<file path="src/rtl/hazard_unit_param.sv">
// Hazard unit for the 5-stage RV32 pipeline: load-use stall, operand forwarding,
// branch flush, data-memory wait freeze, and saturating stall/flush perf counters.
module hazard_unit_param #(
  parameter int REG_AW    = 5,
  parameter int MEM_LAT   = 1,
  parameter int WAIT_MODE = 0,
  parameter int TIMEOUT   = 64,
  parameter int CNT_W     = 16
) (
  input  logic              clk,
  input  logic              reset,
  input  logic [REG_AW-1:0] id_rs1,
  input  logic [REG_AW-1:0] id_rs2,
  input  logic              id_rs1_used,
  input  logic              id_rs2_used,
  input  logic [REG_AW-1:0] ex_rd,
  input  logic [REG_AW-1:0] mem_rd,
  input  logic [REG_AW-1:0] wb_rd,
  input  logic              ex_regwrite,
  input  logic              mem_regwrite,
  input  logic              wb_regwrite,
  input  logic              ex_memread,
  input  logic              mem_memread,
  input  logic              mem_ready,
  input  logic              branch_taken,
  input  logic              cnt_clr,
  output logic              stall_if,
  output logic              stall_id,
  output logic              bubble_ex,
  output logic              freeze,
  output logic              flush_if_id,
  output logic              flush_id_ex,
  output logic [1:0]        fwd_a,
  output logic [1:0]        fwd_b,
  output logic              mem_timeout,
  output logic [CNT_W-1:0]  stall_cycles,
  output logic [CNT_W-1:0]  flush_count
);

  localparam int WMAX = (TIMEOUT > MEM_LAT) ? TIMEOUT : MEM_LAT;
  localparam int WCW  = $clog2(WMAX + 1);

  typedef enum logic {ST_RUN, ST_WAIT} state_t;

  state_t           state_q, state_d;
  logic [WCW-1:0]   wcnt_q, wcnt_d;
  logic             mem_timeout_q, mem_timeout_d;
  logic [CNT_W-1:0] stall_cycles_q, stall_cycles_d;
  logic [CNT_W-1:0] flush_count_q, flush_count_d;
  logic             frz;
  logic             lu;

  // ex_regwrite is implied by ex_memread for a load, so only the load flag matters here
  logic unused_ex_regwrite;
  assign unused_ex_regwrite = ex_regwrite;

  always_comb begin
    fwd_a = 2'b00;
    fwd_b = 2'b00;
    if (!reset) begin
      if (mem_regwrite && (mem_rd != '0) && (mem_rd == id_rs1))
        fwd_a = 2'b10;
      else if (wb_regwrite && (wb_rd != '0) && (wb_rd == id_rs1))
        fwd_a = 2'b01;
      if (mem_regwrite && (mem_rd != '0) && (mem_rd == id_rs2))
        fwd_b = 2'b10;
      else if (wb_regwrite && (wb_rd != '0) && (wb_rd == id_rs2))
        fwd_b = 2'b01;
    end
  end

  always_comb begin
    lu = ex_memread && (ex_rd != '0) &&
         ((id_rs1_used && (ex_rd == id_rs1)) || (id_rs2_used && (ex_rd == id_rs2)));
  end

  // Wait FSM: fixed countdown or ready handshake, chosen at elaboration
  always_comb begin
    state_d       = state_q;
    wcnt_d        = wcnt_q;
    mem_timeout_d = mem_timeout_q;
    frz           = 1'b0;
    case (state_q)
      ST_RUN: begin
        if (WAIT_MODE == 0) begin
          if (mem_memread && (MEM_LAT > 1)) begin
            frz     = 1'b1;
            wcnt_d  = WCW'(MEM_LAT - 2);
            state_d = ST_WAIT;
          end
        end else begin
          if (mem_memread && !mem_ready) begin
            frz     = 1'b1;
            wcnt_d  = WCW'(1);
            state_d = ST_WAIT;
          end
        end
      end
      ST_WAIT: begin
        if (WAIT_MODE == 0) begin
          if (wcnt_q != '0) begin
            frz    = 1'b1;
            wcnt_d = wcnt_q - 1'b1;
          end else begin
            state_d = ST_RUN;
          end
        end else begin
          if (mem_ready) begin
            state_d = ST_RUN;
          end else if (wcnt_q == WCW'(TIMEOUT)) begin
            mem_timeout_d = 1'b1;
            state_d       = ST_RUN;
          end else begin
            frz    = 1'b1;
            wcnt_d = wcnt_q + 1'b1;
          end
        end
      end
      default: state_d = ST_RUN;
    endcase
  end

  // Priority: freeze over flush over load-use
  always_comb begin
    freeze      = !reset && frz;
    flush_if_id = !reset && branch_taken && !frz;
    flush_id_ex = flush_if_id;
    stall_if    = !reset && (frz || (lu && !branch_taken));
    stall_id    = stall_if;
    bubble_ex   = !reset && lu && !branch_taken && !frz;
  end

  always_comb begin
    stall_cycles_d = stall_cycles_q;
    flush_count_d  = flush_count_q;
    if (cnt_clr) begin
      stall_cycles_d = '0;
      flush_count_d  = '0;
    end else begin
      if (stall_if && (stall_cycles_q != '1)) stall_cycles_d = stall_cycles_q + 1'b1;
      if (flush_if_id && (flush_count_q != '1)) flush_count_d = flush_count_q + 1'b1;
    end
  end

  always_ff @(posedge clk) begin
    if (reset) begin
      state_q        <= ST_RUN;
      wcnt_q         <= '0;
      mem_timeout_q  <= 1'b0;
      stall_cycles_q <= '0;
      flush_count_q  <= '0;
    end else begin
      state_q        <= state_d;
      wcnt_q         <= wcnt_d;
      mem_timeout_q  <= mem_timeout_d;
      stall_cycles_q <= stall_cycles_d;
      flush_count_q  <= flush_count_d;
    end
  end

  assign mem_timeout  = mem_timeout_q;
  assign stall_cycles = stall_cycles_q;
  assign flush_count  = flush_count_q;

endmodule

</file>
<file path="config.mk">
export PLATFORM = sky130hd
export DESIGN_NAME = hazard_unit_param
export DESIGN_NICKNAME = d
export VERILOG_FILES = /design/src/rtl/hazard_unit_param.sv
export SDC_FILE = /design/constraint.sdc
export NUM_CORES = 1
export LEC_CHECK = 0
export CORE_MARGIN = 10
export CORE_UTILIZATION = 49
export CTS_CLUSTER_SIZE = 30
export DETAILED_ROUTE_END_ITERATION = 12
export PLACE_DENSITY = 0.94
export SLEW_MARGIN = 15
export SYNTH_ARGS = -nofsm -noshare
export SYNTH_HDL_FRONTEND = slang
export SYNTH_SLANG_ARGS = --single-unit
export TNS_END_PERCENT = 20
</file>
<file path="constraint.sdc">
create_clock -name clk -period 5.74 [get_ports clk]
set_clock_uncertainty 0.15 [all_clocks]
set_input_delay 1.148 -clock clk [delete_from_list [all_inputs] [get_ports clk]]
set_output_delay 1.148 -clock clk [all_outputs]
set_load 0.03 [all_outputs]
</file>
# After elaboration in Yosys (flattened, before gate mapping)
# Index checks and enable logic that the tools add are counted.
dict set report word_totals {
  reg_bits 40
  inputBits 37
  output_inout_bits 43
  wordCells 58
}
dict set report classes {
  addsub 3
  eq_ne 9
  mux 10
  bitwise_logic 1
  reduce_logical 31
}
# cell n
set op_table {}
lappend op_table {{16-bit by 1-bit adder with 16-bit output (second input constant)} 2}
lappend op_table {{16-bit != test (second input constant)} 2}
lappend op_table {{5-bit == test} 6}
lappend op_table {{1-bit logical AND} 20}
lappend op_table {{5-bit nonzero test} 3}
lappend op_table {{7-bit 2-to-1 mux} 2}
lappend op_table {{2-bit 2-to-1 mux} 4}
lappend op_table {{7-bit nonzero test} 1}
lappend op_table {{7-bit by 1-bit subtractor with 7-bit output (second input constant)} 1}
lappend op_table {{1-bit zero test} 3}
lappend op_table {{1-bit 2-to-1 mux} 3}
lappend op_table {{1-bit logical OR} 2}
lappend op_table {{2-bit by 1-bit != test with 1-bit output (second input constant)} 1}
lappend op_table {{1-bit one-hot mux with 2 select lines} 1}
lappend op_table {{2-bit AND reduction} 1}
lappend op_table {{2-bit OR reduction} 1}
lappend op_table {{1-bit NOT} 1}

# Depth between registers and ports, before layout
dict set report depth {
  depth_word 8
  mapped_depth 10
  mapped_depth_nobuf 9
}

# Worst setup path before layout
# Ideal clock, no wire load.
dict set report synth_path {
  kind {input port to output port}
  from {input mem_rd[1]}
  to {output fwd_b[0]}
  arrival_ns 3.063
  setup_slack_ns 1.379
  stages 4
  n_path_buf 0
  cell_sequence {or4_1 -> o21ai_0 -> nor3_1 -> nor4_1}
}
dict set report synth_between {
  elab_chain_len 5
  elab_cells_between_ends 6
}
# item line_no
set synth_rtl {}
lappend synth_rtl {{start, declared} 17} ;# input logic [REG_AW-1:0] mem_rd,
lappend synth_rtl {{5-bit nonzero test} 65} ;# if (mem_regwrite && (mem_rd != '0) && (mem_rd == id_rs2))
lappend synth_rtl {{1-bit logical AND} 65}
lappend synth_rtl {{1-bit logical AND (*)} 65}
lappend synth_rtl {{2-bit 2-to-1 mux (*)} 65}
lappend synth_rtl {{2-bit 2-to-1 mux (*)} 60} ;# if (!reset) begin
lappend synth_rtl {{end, declared} 34} ;# output logic [1:0] fwd_b,
# Mark *: on every way between the ends. The rest lies on a longest branch, timed or not.

# Worst setup path after layout
# Ends and elaborated chain as after synthesis.

==> summary.md <==
| Metric | Value |
|---|---|
| Crit path capture type | `primary output` |
| Number of global-route vias before repair | `2,241` |
| F_max | `199 MHz` |
| Crit path kind | `input port to primary output` |
| Unique cell type count in the Yosys netlist | `39` |
| Worst-Skew Late Latency | `0.29 ns` |
| Post-DP HPWL | `5320 um` |
| Endpoints failing setup | `0` |
| Post-CTS sizing | `0` |
| Row cnt | `25` |
| Worst Tran Pin Value | `0.942 ns` |
| Fill cells | `379` |
| Area occupied by multi-input gates | `1440 um^2` |
| Number of flops mapped to enable cells by yosys | `0` |
| Die area | `8000 um^2` |
| Register area | `801 um^2` |
| Async S/R FF share, synth | `0%` |
| H-tree depth | `2` |
| Clock root buffer | `clkbuf_8` |
| Initial DRC count | `112` |
| Post-Syn Instances | `291` |
| First-pass GRT wire length | `10,700 um` |
| GRT overflow | `0` |
| Top-Level Pins | `80` |
| Total power | `0.546 mW` |
| Cell taking the most area after synthesis | `dfxtp_1` |
| Area Overhead vs Synth | `35.8%` |
| CTS tree | `done` |
| Crit start category | `input port` |
| Crit path DAT | `3.72 ns` |
| DR vias/cell | `5.68` |
| Hold_buf cts | `0` |
| Area share of the leading cell type in the synthesized netlist | `33.9%` |
| Cell Count, Final, Fillers Out | `419` |
| Final ANT Viol Nets | `0` |
| Setup TNS | `0 ns` |
| CTS Buffer Depth | `2` |
| CTS clk-pin slew, worst paths | `0.07 ns` |
| Total GRT Usage | `16.9%` |
| Final Cell Area | `3210 um^2` |
| Outcome | `completed` |
| Worst-case vdd ir drop | `138 uV` |
| Port buffer count | `75` |
| Seq/Total Area, Yosys | `33.9%` |
| WL/cell | `16.1 um` |
| Via count | `2,380` |
| Post-DP Area | `3120 um^2` |
| Leading cell types in the layout, fill and taps excluded | `75 x clkdlybuf4s50_1, 40 x dfxtp_1, 37 x nor2_1, 30 x xnor2_1, 22 x xor2_1` |
| Syn nets | `332` |
| Setup Fix Bufs, Post-CTS | `0` |
| Crit Path Max Fanout | `4` |
| Ys flop type | `dfxtp_1` |
| Diodes inserted | `0` |
| Pwr per Cell Area | `170 nW/um^2` |
| Pleak | `1.06 nW` |
| Final Hold Viols | `0` |
| Die Wd | `89.4 um` |
| Largest net degree at the start of global routing | `31` |
| CP required | `4.44 ns` |
| Seq cells post-synth | `40` |
| Synth Area per Inst | `8.11 um^2` |
| Largest cells by area after synthesis | `dfxtp_1 34%, xnor2_1 11%, xor2_1 8.2%` |
| Layout cell share with drive strength beyond 1 | `3.56%` |
| TritonCTS Buffers | `5` |
| Max-slew violations | `0` |
| Drt first pass iters | `4` |
| Crit path time final | `5.02 ns` |
| Antenna violations before repair | `0` |
| Initial Util | `50.3%` |
| RSZ-0062 raised after global routing | `false` |
| Routed wire length | `6740 um` |
| # nets final | `405` |
| Most common cell after layout, fill and taps aside | `clkdlybuf4s50_1` |
| Clock sink total | `40` |
| Yosys Warn Count | `0` |
| Worst Hold Class | `flip-flop to flip-flop` |
| Final weighted congestion in routability-driven placement | `0.853` |
| DRC Markers | `0` |
| Rel. slew slack | `37.2%` |
| Max-cap viol count | `0` |
| Core ar. | `4690 um^2` |
| Crit share post-route | `87.5%` |
| Dpl cells | `411` |
| Die Ht | `89.4 um` |
| Area of the mapped netlist | `2360 um^2` |
==> registers in the layout, summed over array words and instances, names as in the netlist <==
name / flops
stall_cycles: 16
flush_count: 16
state_q: 1
wcnt_q: 7
==> report_power, final <==
part           switching (mW)  internal (mW)  leakage [nW]
logic                  0.0358         0.0392         0.691
clock network          0.0947         0.0981        0.0455
registers            0.000452          0.278         0.322
total                   0.131          0.415          1.06
==> metrics by stage <==
| step | util (%) | setup WS [ns] | hold WS (ns) |
|---|---|---|---|
| after detailed placement | 66.4 | 0.736 | 0.355 |
| after global placement | 66.4 | 0.817 | 0.347 |
| final | 68.3 | 0.720 | 0.365 |
| after floorplan | - | 1.38 | 0.329 |
| after global routing | 68.3 | 0.573 | 0.395 |
| after CTS | 68.3 | 0.728 | 0.363 |
==> worst paths after layout <==
check,start,end,slack (ns),depth (start not counted)
max reg2reg,wcnt_q[4]$_SDFFE_PP0P_,stall_cycles[5]$_SDFFE_PP0P_,2.89,6
min reg2reg,flush_count[1]$_SDFFE_PP0P_,flush_count[1]$_SDFFE_PP0P_,0.36,2
max,mem_rd[1],fwd_b[0],0.72,6
min,flush_count[1]$_SDFFE_PP0P_,flush_count[1]$_SDFFE_PP0P_,0.36,2
==> cell type report <==
type	count	area share, %
Inverter	12	1.41
Clock buffer	8	2.81
Timing Repair Buffer	76	23.7
Sequential cell	40	25.0
Tap cell	54	2.11
Multi-Input combinational cell	229	45.0
==> cells by family (layout without fill, tap and decap cells) <==
| kind of cell | after synthesis | count (layout) | synth area share, % |
|---|---|---|---|
| fa+ha+maj | 4 | 4 | 2.12 |
| simple gates | 132 | 132 | 28.8 |
| buf+inv | 22 | 96 | 4.93 |
| flops | 40 | 40 | 33.9 |
| other cells | 1 | 1 | 0.159 |
| xor+xnor | 52 | 52 | 19.3 |
| mux | 1 | 1 | 0.424 |
| compound gates | 39 | 39 | 10.3 |
==> worst max-delay path, cell delays in order <==
cell and delay (ns):
clkdlybuf4s50_1 0.47, or4_1 0.54, o21ai_0 0.38, nor3_1 0.14
nor4_1 0.31, clkdlybuf4s50_1 0.73
==> layer usage <==
metal  up-vias  wire, um  track usage (%)
met3        11       474             5.38
met5         -         0                0
li1       1171         -                -
met1      1124      2720             19.9
met2        74      3450             28.7
met4         0        89             4.34
==> cell usage after synthesis (8+ instances only) <==
cell type,count
dfxtp_1,40
nor2_1,37
xnor2_1,30
xor2_1,22
nand3_1,19
nand2_1,15
a21oi_1,14
nand4_1,14
inv_1,12
o21ai_0,11
nor3_1,10
or4_1,9
or3_1,8
Note: power is estimated with default switching activity, not from simulation.
